$ cat config.mk
export PLATFORM = sky130hd
export DESIGN_NAME = multi_ppt_engine
export DESIGN_NICKNAME = d
export VERILOG_FILES = /design/src/rtl/ppt_pkg.sv /design/src/rtl/ppt_channel.sv /design/src/rtl/multi_ppt_engine.sv
export SDC_FILE = /design/constraint.sdc
export NUM_CORES = 2
export LEC_CHECK = 0
export BUFFER_PORTS_ARGS = -buffer_cell sky130_fd_sc_hd__buf_4
export CORE_ASPECT_RATIO = 1.4
export CORE_MARGIN = 1
export CORE_UTILIZATION = 35
export CTS_BUF_LIST = sky130_fd_sc_hd__clkbuf_2 sky130_fd_sc_hd__clkbuf_4 sky130_fd_sc_hd__clkbuf_8
export DETAILED_ROUTE_END_ITERATION = 6
export PLACE_DENSITY_LB_ADDON = 0.12
export SETUP_SLACK_MARGIN = 0.2
export SLEW_MARGIN = 20
export SYNTH_ARGS = -nofsm -noshare
export SYNTH_HDL_FRONTEND = slang
export SYNTH_SLANG_ARGS = --single-unit
export TNS_END_PERCENT = 5
$ cat constraint.sdc
create_clock -name clk -period 13.3 [get_ports clk]
set_clock_uncertainty 0.2 [all_clocks]
set_input_delay 3.325 -clock clk [delete_from_list [all_inputs] [get_ports clk]]
set_output_delay 3.325 -clock clk [all_outputs]
set_load 0.02 [all_outputs]
$ cat src/rtl/ppt_pkg.sv
// Shared definitions for the multi-channel pulse-train engine: register map,
// CTRL/STATUS bit positions and the per-channel state encoding.
package ppt_pkg;
  localparam logic [2:0] OFF_CTRL   = 3'd0;
  localparam logic [2:0] OFF_DIV    = 3'd1;
  localparam logic [2:0] OFF_PER_LO = 3'd2;
  localparam logic [2:0] OFF_PER_HI = 3'd3;
  localparam logic [2:0] OFF_WID_LO = 3'd4;
  localparam logic [2:0] OFF_WID_HI = 3'd5;
  localparam logic [2:0] OFF_COUNT  = 3'd6;
  localparam logic [2:0] OFF_STATUS = 3'd7;

  localparam logic [7:0] ADDR_SYNC     = 8'hF0;
  localparam logic [7:0] ADDR_IRQ_STAT = 8'hF1;

  localparam int CTRL_RUN  = 0;
  localparam int CTRL_CONT = 1;
  localparam int CTRL_POL  = 2;
  localparam int STAT_BUSY = 0;
  localparam int STAT_DONE = 1;
  localparam int STAT_ERR  = 2;

  typedef enum logic [1:0] {ST_IDLE, ST_ACTIVE, ST_DONE} ch_state_t;

  function automatic logic [3:0] clamp_div(input logic [4:0] d);
    return d[4] ? 4'hF : d[3:0];
  endfunction
endpackage

$ cat src/rtl/ppt_channel.sv
// One pulse-train channel: register file, shadow copies, prescaler,
// IDLE/ACTIVE/DONE sequencer and the registered pulse output.
module ppt_channel
  import ppt_pkg::*;
#(
  parameter int CNT_W  = 16,
  parameter int PCNT_W = 8
) (
  input  logic       clk,
  input  logic       rst,
  input  logic       we,
  input  logic [2:0] waddr,
  input  logic [7:0] wdata,
  input  logic       sync,
  input  logic [2:0] raddr,
  output logic [7:0] rdata,
  output logic       pulse_out,
  output logic       busy,
  output logic       done,
  output logic       done_evt
);
  logic [2:0]        ctrl_r;
  logic [4:0]        div_r;
  logic [CNT_W-1:0]  per_r, wid_r, per_sh, wid_sh, phase;
  logic [PCNT_W-1:0] cnt_r, cnt_sh, pcnt;
  logic [3:0]        div_sh;
  logic [14:0]       presc;
  logic              err_r;
  ch_state_t         state;

  logic        ctrl_wr, start, abort, per_ok, burst, start_burst;
  logic        tick, wrap, last, zero_burst, act_nxt, pol_nxt;
  logic [15:0] presc_lim, per16, wid16;

  assign ctrl_wr     = we && (waddr == OFF_CTRL);
  assign start       = (ctrl_wr && wdata[CTRL_RUN]) || (sync && ctrl_r[CTRL_RUN] && !ctrl_wr);
  assign abort       = ctrl_wr && !wdata[CTRL_RUN];
  assign per_ok      = (per_r != '0);
  assign burst       = !ctrl_r[CTRL_CONT];
  assign start_burst = ctrl_wr ? !wdata[CTRL_CONT] : !ctrl_r[CTRL_CONT];
  assign pol_nxt     = ctrl_wr ? wdata[CTRL_POL] : ctrl_r[CTRL_POL];

  assign presc_lim  = (16'd1 << div_sh) - 16'd1;
  assign tick       = ({1'b0, presc} == presc_lim);
  assign wrap       = tick && (phase == per_sh - CNT_W'(1));
  assign last       = burst && (pcnt + PCNT_W'(1) == cnt_sh);
  assign zero_burst = burst && (cnt_sh == '0);

  // Active level as it will be after this edge, so pulse_out leads nothing.
  always_comb begin
    act_nxt = 1'b0;
    if (start)
      act_nxt = per_ok && (wid_r != '0) && !(start_burst && cnt_r == '0);
    else if (!abort && state == ST_ACTIVE && !zero_burst) begin
      if (wrap)      act_nxt = !last && (wid_r != '0);
      else if (tick) act_nxt = (phase + CNT_W'(1)) < wid_sh;
      else           act_nxt = phase < wid_sh;
    end
  end

  always_ff @(posedge clk) begin
    if (rst) begin
      ctrl_r <= '0; div_r <= '0; per_r <= '0; wid_r <= '0; cnt_r <= '0;
      per_sh <= '0; wid_sh <= '0; cnt_sh <= '0; div_sh <= '0;
      presc <= '0; phase <= '0; pcnt <= '0; err_r <= 1'b0;
      state <= ST_IDLE; pulse_out <= 1'b0; done_evt <= 1'b0;
    end else begin
      done_evt <= 1'b0;
      if (we) begin
        case (waddr)
          OFF_CTRL:   ctrl_r <= wdata[2:0];
          OFF_DIV:    div_r <= wdata[4:0];
          OFF_PER_LO: per_r[7:0] <= wdata;
          OFF_PER_HI: per_r[CNT_W-1:8] <= wdata[CNT_W-9:0];
          OFF_WID_LO: wid_r[7:0] <= wdata;
          OFF_WID_HI: wid_r[CNT_W-1:8] <= wdata[CNT_W-9:0];
          OFF_COUNT:  cnt_r <= wdata[PCNT_W-1:0];
          default: ;
        endcase
      end
      if (start) begin
        if (!per_ok) begin
          err_r <= 1'b1;
          state <= ST_IDLE;
        end else begin
          err_r  <= 1'b0;
          per_sh <= per_r;
          wid_sh <= wid_r;
          cnt_sh <= cnt_r;
          div_sh <= clamp_div(div_r);
          presc  <= '0;
          phase  <= '0;
          pcnt   <= '0;
          state  <= ST_ACTIVE;
        end
      end else if (abort) begin
        state <= ST_IDLE;
      end else if (state == ST_ACTIVE) begin
        if (zero_burst) begin
          state    <= ST_DONE;
          done_evt <= 1'b1;
        end else if (tick) begin
          presc <= '0;
          if (wrap) begin
            // Pick up live settings only here so a pulse is never cut short;
            // a zero period is not adopted since it would never wrap.
            phase  <= '0;
            pcnt   <= pcnt + PCNT_W'(1);
            wid_sh <= wid_r;
            div_sh <= clamp_div(div_r);
            if (per_ok) per_sh <= per_r;
            if (last) begin
              state    <= ST_DONE;
              done_evt <= 1'b1;
            end
          end else begin
            phase <= phase + CNT_W'(1);
          end
        end else begin
          presc <= presc + 15'd1;
        end
      end
      pulse_out <= act_nxt ^ pol_nxt;
    end
  end

  assign busy  = (state == ST_ACTIVE);
  assign done  = (state == ST_DONE);
  assign per16 = 16'(per_r);
  assign wid16 = 16'(wid_r);

  always_comb begin
    rdata = '0;
    case (raddr)
      OFF_CTRL:   rdata = {5'd0, ctrl_r};
      OFF_DIV:    rdata = {3'd0, div_r};
      OFF_PER_LO: rdata = per16[7:0];
      OFF_PER_HI: rdata = per16[15:8];
      OFF_WID_LO: rdata = wid16[7:0];
      OFF_WID_HI: rdata = wid16[15:8];
      OFF_COUNT:  rdata = 8'(cnt_r);
      OFF_STATUS: rdata = {5'd0, err_r, done, busy};
      default: ;
    endcase
  end
endmodule

$ cat src/rtl/multi_ppt_engine.sv
// Multi-channel pulse-train engine top: address decode, read mux, SYNC start
// and optional interrupt status (enabled by defining PPT_IRQ_EN).
module multi_ppt_engine
  import ppt_pkg::*;
#(
  parameter int NUM_CH = 4,
  parameter int CNT_W  = 16,
  parameter int PCNT_W = 8
) (
  input  logic              clk,
  input  logic              rst,
  input  logic [7:0]        reg_addr,
  input  logic [7:0]        reg_wdata,
  input  logic              reg_we,
  output logic [7:0]        reg_rdata,
  output logic [NUM_CH-1:0] pulse_out,
  output logic [NUM_CH-1:0] busy,
`ifdef PPT_IRQ_EN
  output logic              irq,
`endif
  output logic [NUM_CH-1:0] done
);
  logic [NUM_CH-1:0]      sel, sync_vec, done_evt;
  logic [NUM_CH-1:0][7:0] ch_rdata;

  // SYNC is a byte register, so only channels 0..7 can be group-started.
  assign sync_vec = (reg_we && reg_addr == ADDR_SYNC) ? NUM_CH'(reg_wdata) : '0;

  for (genvar g = 0; g < NUM_CH; g++) begin : g_ch
    assign sel[g] = (reg_addr[7:3] == 5'(g));
    ppt_channel #(.CNT_W(CNT_W), .PCNT_W(PCNT_W)) u_ch (
      .clk       (clk),
      .rst       (rst),
      .we        (reg_we & sel[g]),
      .waddr     (reg_addr[2:0]),
      .wdata     (reg_wdata),
      .sync      (sync_vec[g]),
      .raddr     (reg_addr[2:0]),
      .rdata     (ch_rdata[g]),
      .pulse_out (pulse_out[g]),
      .busy      (busy[g]),
      .done      (done[g]),
      .done_evt  (done_evt[g])
    );
  end

`ifdef PPT_IRQ_EN
  logic [NUM_CH-1:0] irq_stat, irq_clr;

  assign irq_clr = (reg_we && reg_addr == ADDR_IRQ_STAT) ? NUM_CH'(reg_wdata) : '0;

  // A completion landing with a clear of the same bit keeps the bit set.
  always_ff @(posedge clk) begin
    if (rst) irq_stat <= '0;
    else     irq_stat <= (irq_stat & ~irq_clr) | done_evt;
  end

  assign irq = |irq_stat;
`else
  logic unused_done_evt;
  assign unused_done_evt = ^done_evt;
`endif

  always_comb begin
    reg_rdata = '0;
    for (int i = 0; i < NUM_CH; i++)
      if (sel[i]) reg_rdata = ch_rdata[i];
`ifdef PPT_IRQ_EN
    if (reg_addr == ADDR_IRQ_STAT) reg_rdata = 8'(irq_stat);
`endif
  end
endmodule

==> flow_summary.yaml <==
logic_synthesis:
  synth_edf_count: 0
  syn_area_mm2: 0.0326
  synth.area.top_cells: "dfxtp_1 (33%), a21oi_1 (6.3%), nand2_1 (5.5%)"
  yosysTopAreaCellShare_pct: 33.2
  async_flop_share_pct: 0
  syn_nets: 4338
  synth.distinct_cells: 94
  synth_top_area_cell: "dfxtp_1"
  synth_cells: 4179
  yosys_warnings: 0
  yosys_most_used_dff: "dfxtp_1"
  ys_seq_area_share_pct: 33.2
  postSynthAreaPerCell_um2: 7.80
  ys_ff_latch: 540
power_and_ir_drop:
  ir_drop_mv: 0.0579
  cellLeakagePower_nw: 13.6
  p_per_area_mw_per_mm2: 98.1
sta:
  max_freq_mhz: 96.1
  hold_slack_ns: 0.248
  worstMarginPinSlew_ns: 1.07
  rsz0062_at_grt: "false"
  layout_min_cycle_time_ns: 10.40
  hold_viol_final: 0
  relSlewSlack_pct: 28.5
  finalMaxSlewViolations: 0
  timing.final.crit_share_pct: 78.2
  fin_tns_setup_ns: 0
  setup_violations: 0
cts:
  cts_tree: "built"
  cts_sinks: 540
  post_cts_buffers: 0
  ctsHoldBuffers: 0
  clk_pin_slew_ns: 0.06
  cts_made_buffers: 96
  clk_latency_ns: 0.78
  root_buffer: "clkbuf_8"
  cts_resized: 0
  htreeDepth: 3
  clockBufferDepth: 3
floorplanning:
  pin_count: 39
  start_util_pct: 35.3
  core_mm2: 0.0923
  die_h_um: 363
  rows: 132
  die_x_um: 260
  dieArea_mm2: 0.0944
worst_setup_path:
  critPathRequiredTime_ns: 9.77
  cpPeakStageDelay_ns: 0.68
  cp.arrival_ns: 6.88
  worstPathCellList: "buf_4 -> inv_1 -> nand2_1 -> nor2_2 -> buf_4 -> a22oi_1 -> nand4b_1 -> a21oi_1 -> nor3_1 -> buf_4"
  crit_type: "in -> out"
  critPathLaunchType: "input pin"
  crit_path_end_kind: "output port"
  slowest_stage: "inv_1"
  cp_common_cell: "buf_4"
  cp_max_fo: 46
outcome:
  outcome: "complete, no violations"
cells_and_area:
  seqCellArea_mm2: 0.0108
  stdcell_count: 5356
  nets: 4229
  syn_to_final_growth_pct: 10.1
  nFillCells: 9622
  drive_gt1_share_pct: 8.49
  multi_input_area_mm2: 0.0203
grt:
  grt_pass1_wl_mm: 171
  antenna_found_initial: 5
  grt-ovfl-total: 0
  grt_pass1_vias: 28797
  grt_usage_pct: 23.0
  grt_start_max_net_pins: 128
routing:
  dr.pass1.iters: 6
  viasPerCell: 5.65
  wl_per_cell_um: 20.5
  vias: 30235
  detail-route-antenna-nets: 0
  drc: 0
  routed_wl_mm: 110
  drt_iter0_drc: 2150
placed_design:
  io_buffers: 38
  dpl.hpwl_mm: 78.8
  placed_cells: 5177
  gp_congestion: 0.912
job:
  drv_cap: 0
hold_path:
  min_path_type: "reg -> reg"
==> kinds of logic (layout without fill, tap and decap cells) <==
logic type               Yosys count  in the layout  synth area share, %
AND/OR/NAND/NOR                 1695           1695                 25.8
adder cells (fa/ha/maj)          140            140                 5.37
AO/OA/AOI/OAI                    953            953                 17.9
other                              0              3                    0
flip-flops                       540            540                 33.2
multiplexers                     188            188                 5.96
XOR/XNOR                         251            251                 6.74
buffers and inverters            412            380                 5.03
==> per-layer routing <==
metal,wire (um),track usage (%),vias up
met5,41,0,-
li1,-,-,14843
met1,46700,27.7,14421
met4,4430,9.85,6
met3,5070,3.65,249
met2,53700,40.1,716
==> report_power, final <==
group	total [mW]	internal, mW	leakage (nW)	switching, mW
combinational	0.110	0.0200	8.14	0.0898
sequential	1.62	1.62	4.35	0.00140
clock	1.79	1.02	1.16	0.767
total	3.52	2.66	13.6	0.858
==> cells in the mapped netlist, drive strengths merged, types with 9 or more instances <==
master and count:
or4b 10, o2111ai 10, o22ai 21, inv 117, xnor2 137, nand3b 20
a22oi 36, nand3 263, clkbuf 233, a21o 25, a21oi 409, mux2i 156
a31oi 16, a211oi 31, o21ai 200, or3 42, nor4 92, nand2b 34
o31ai 13, o211ai 33, dfxtp 540, nor2b 42, or3b 19, xor2 114
nand2 476, a22o 16, mux2 30, a32oi 11, or4 18, nor3 109
o211a 9, and4 14, ha 140, nor2 343, a221oi 21, nand4 74
and2 34, buf 61, nor3b 17, o21a 23, nor4b 12, and3 48
==> cell type report <==
class                      instances  area share (%)
timing repair buffer              87            1.93
clock buffer                     148            5.17
inverter                         118            1.23
sequential                       540            30.1
tap                             1206            4.20
multi-input combinational       3227            56.4
clock inverter                    27           0.906
antenna                            3          0.0209
==> per-stage QoR <==
step	area [um^2]	power [mW]	util [%]	setup slack [ns]
global placement	33700	1.76	36.5	2.98
global route	35900	3.65	38.9	2.81
detailed placement	33700	1.76	36.5	2.91
floorplan	32600	1.72	-	4.42
CTS	35800	3.57	38.8	2.89
finish	35900	3.52	38.9	2.90
==> path summary, 6_finish.rpt <==
check                         start                      to  slack, ns  cells after the start
max reg2reg  g_ch[3].u_ch.div_sh[2]   g_ch[3].u_ch.phase[9]       7.85                     13
min reg2reg  g_ch[1].u_ch.wid_sh[5]  g_ch[1].u_ch.wid_sh[5]       0.25                      2
max                     reg_addr[0]            reg_rdata[4]       2.90                     10
min          g_ch[1].u_ch.wid_sh[5]  g_ch[1].u_ch.wid_sh[5]       0.25                      2
==> state kept, by name, indices dropped and copies added, names as in the netlist <==
register and flops:
g_ch.u_ch.per16 64, g_ch.u_ch.per_sh 64, g_ch.u_ch.phase 64, g_ch.u_ch.wid16 64
g_ch.u_ch.wid_sh 64, g_ch.u_ch.presc 60, g_ch.u_ch.cnt_r 32, g_ch.u_ch.cnt_sh 32
g_ch.u_ch.pcnt 32, g_ch.u_ch.div_r 20, g_ch.u_ch.div_sh 16, g_ch.u_ch.ctrl_r 12
g_ch.u_ch.state 8, g_ch.u_ch.err_r 4, g_ch.u_ch.pulse_out 4
==> critical path, delay by kind of cell <==
kind                   cells  cell delay, ns
buffers and inverters      4            1.62
AOI/OAI and AO/OA          2            0.22
and+or+nand+nor            4            1.68
==> cells in the final DEF, fill, tap and decap left out, drive strengths merged, types with 48 or more instances in the layout <==
cell type / Yosys / layout
nor3: 109 / 109
xnor2: 137 / 137
and3: 48 / 48
clkbuf: 233 / 148
ha: 140 / 140
inv: 117 / 119
nor4: 92 / 92
o21ai: 200 / 200
mux2i: 156 / 156
xor2: 114 / 114
nor2: 343 / 343
a21oi: 409 / 409
buf: 61 / 87
nand2: 476 / 476
dfxtp: 540 / 540
nand3: 263 / 263
nand4: 74 / 74
No activity file was read; power rests on OpenSTA's default activity.
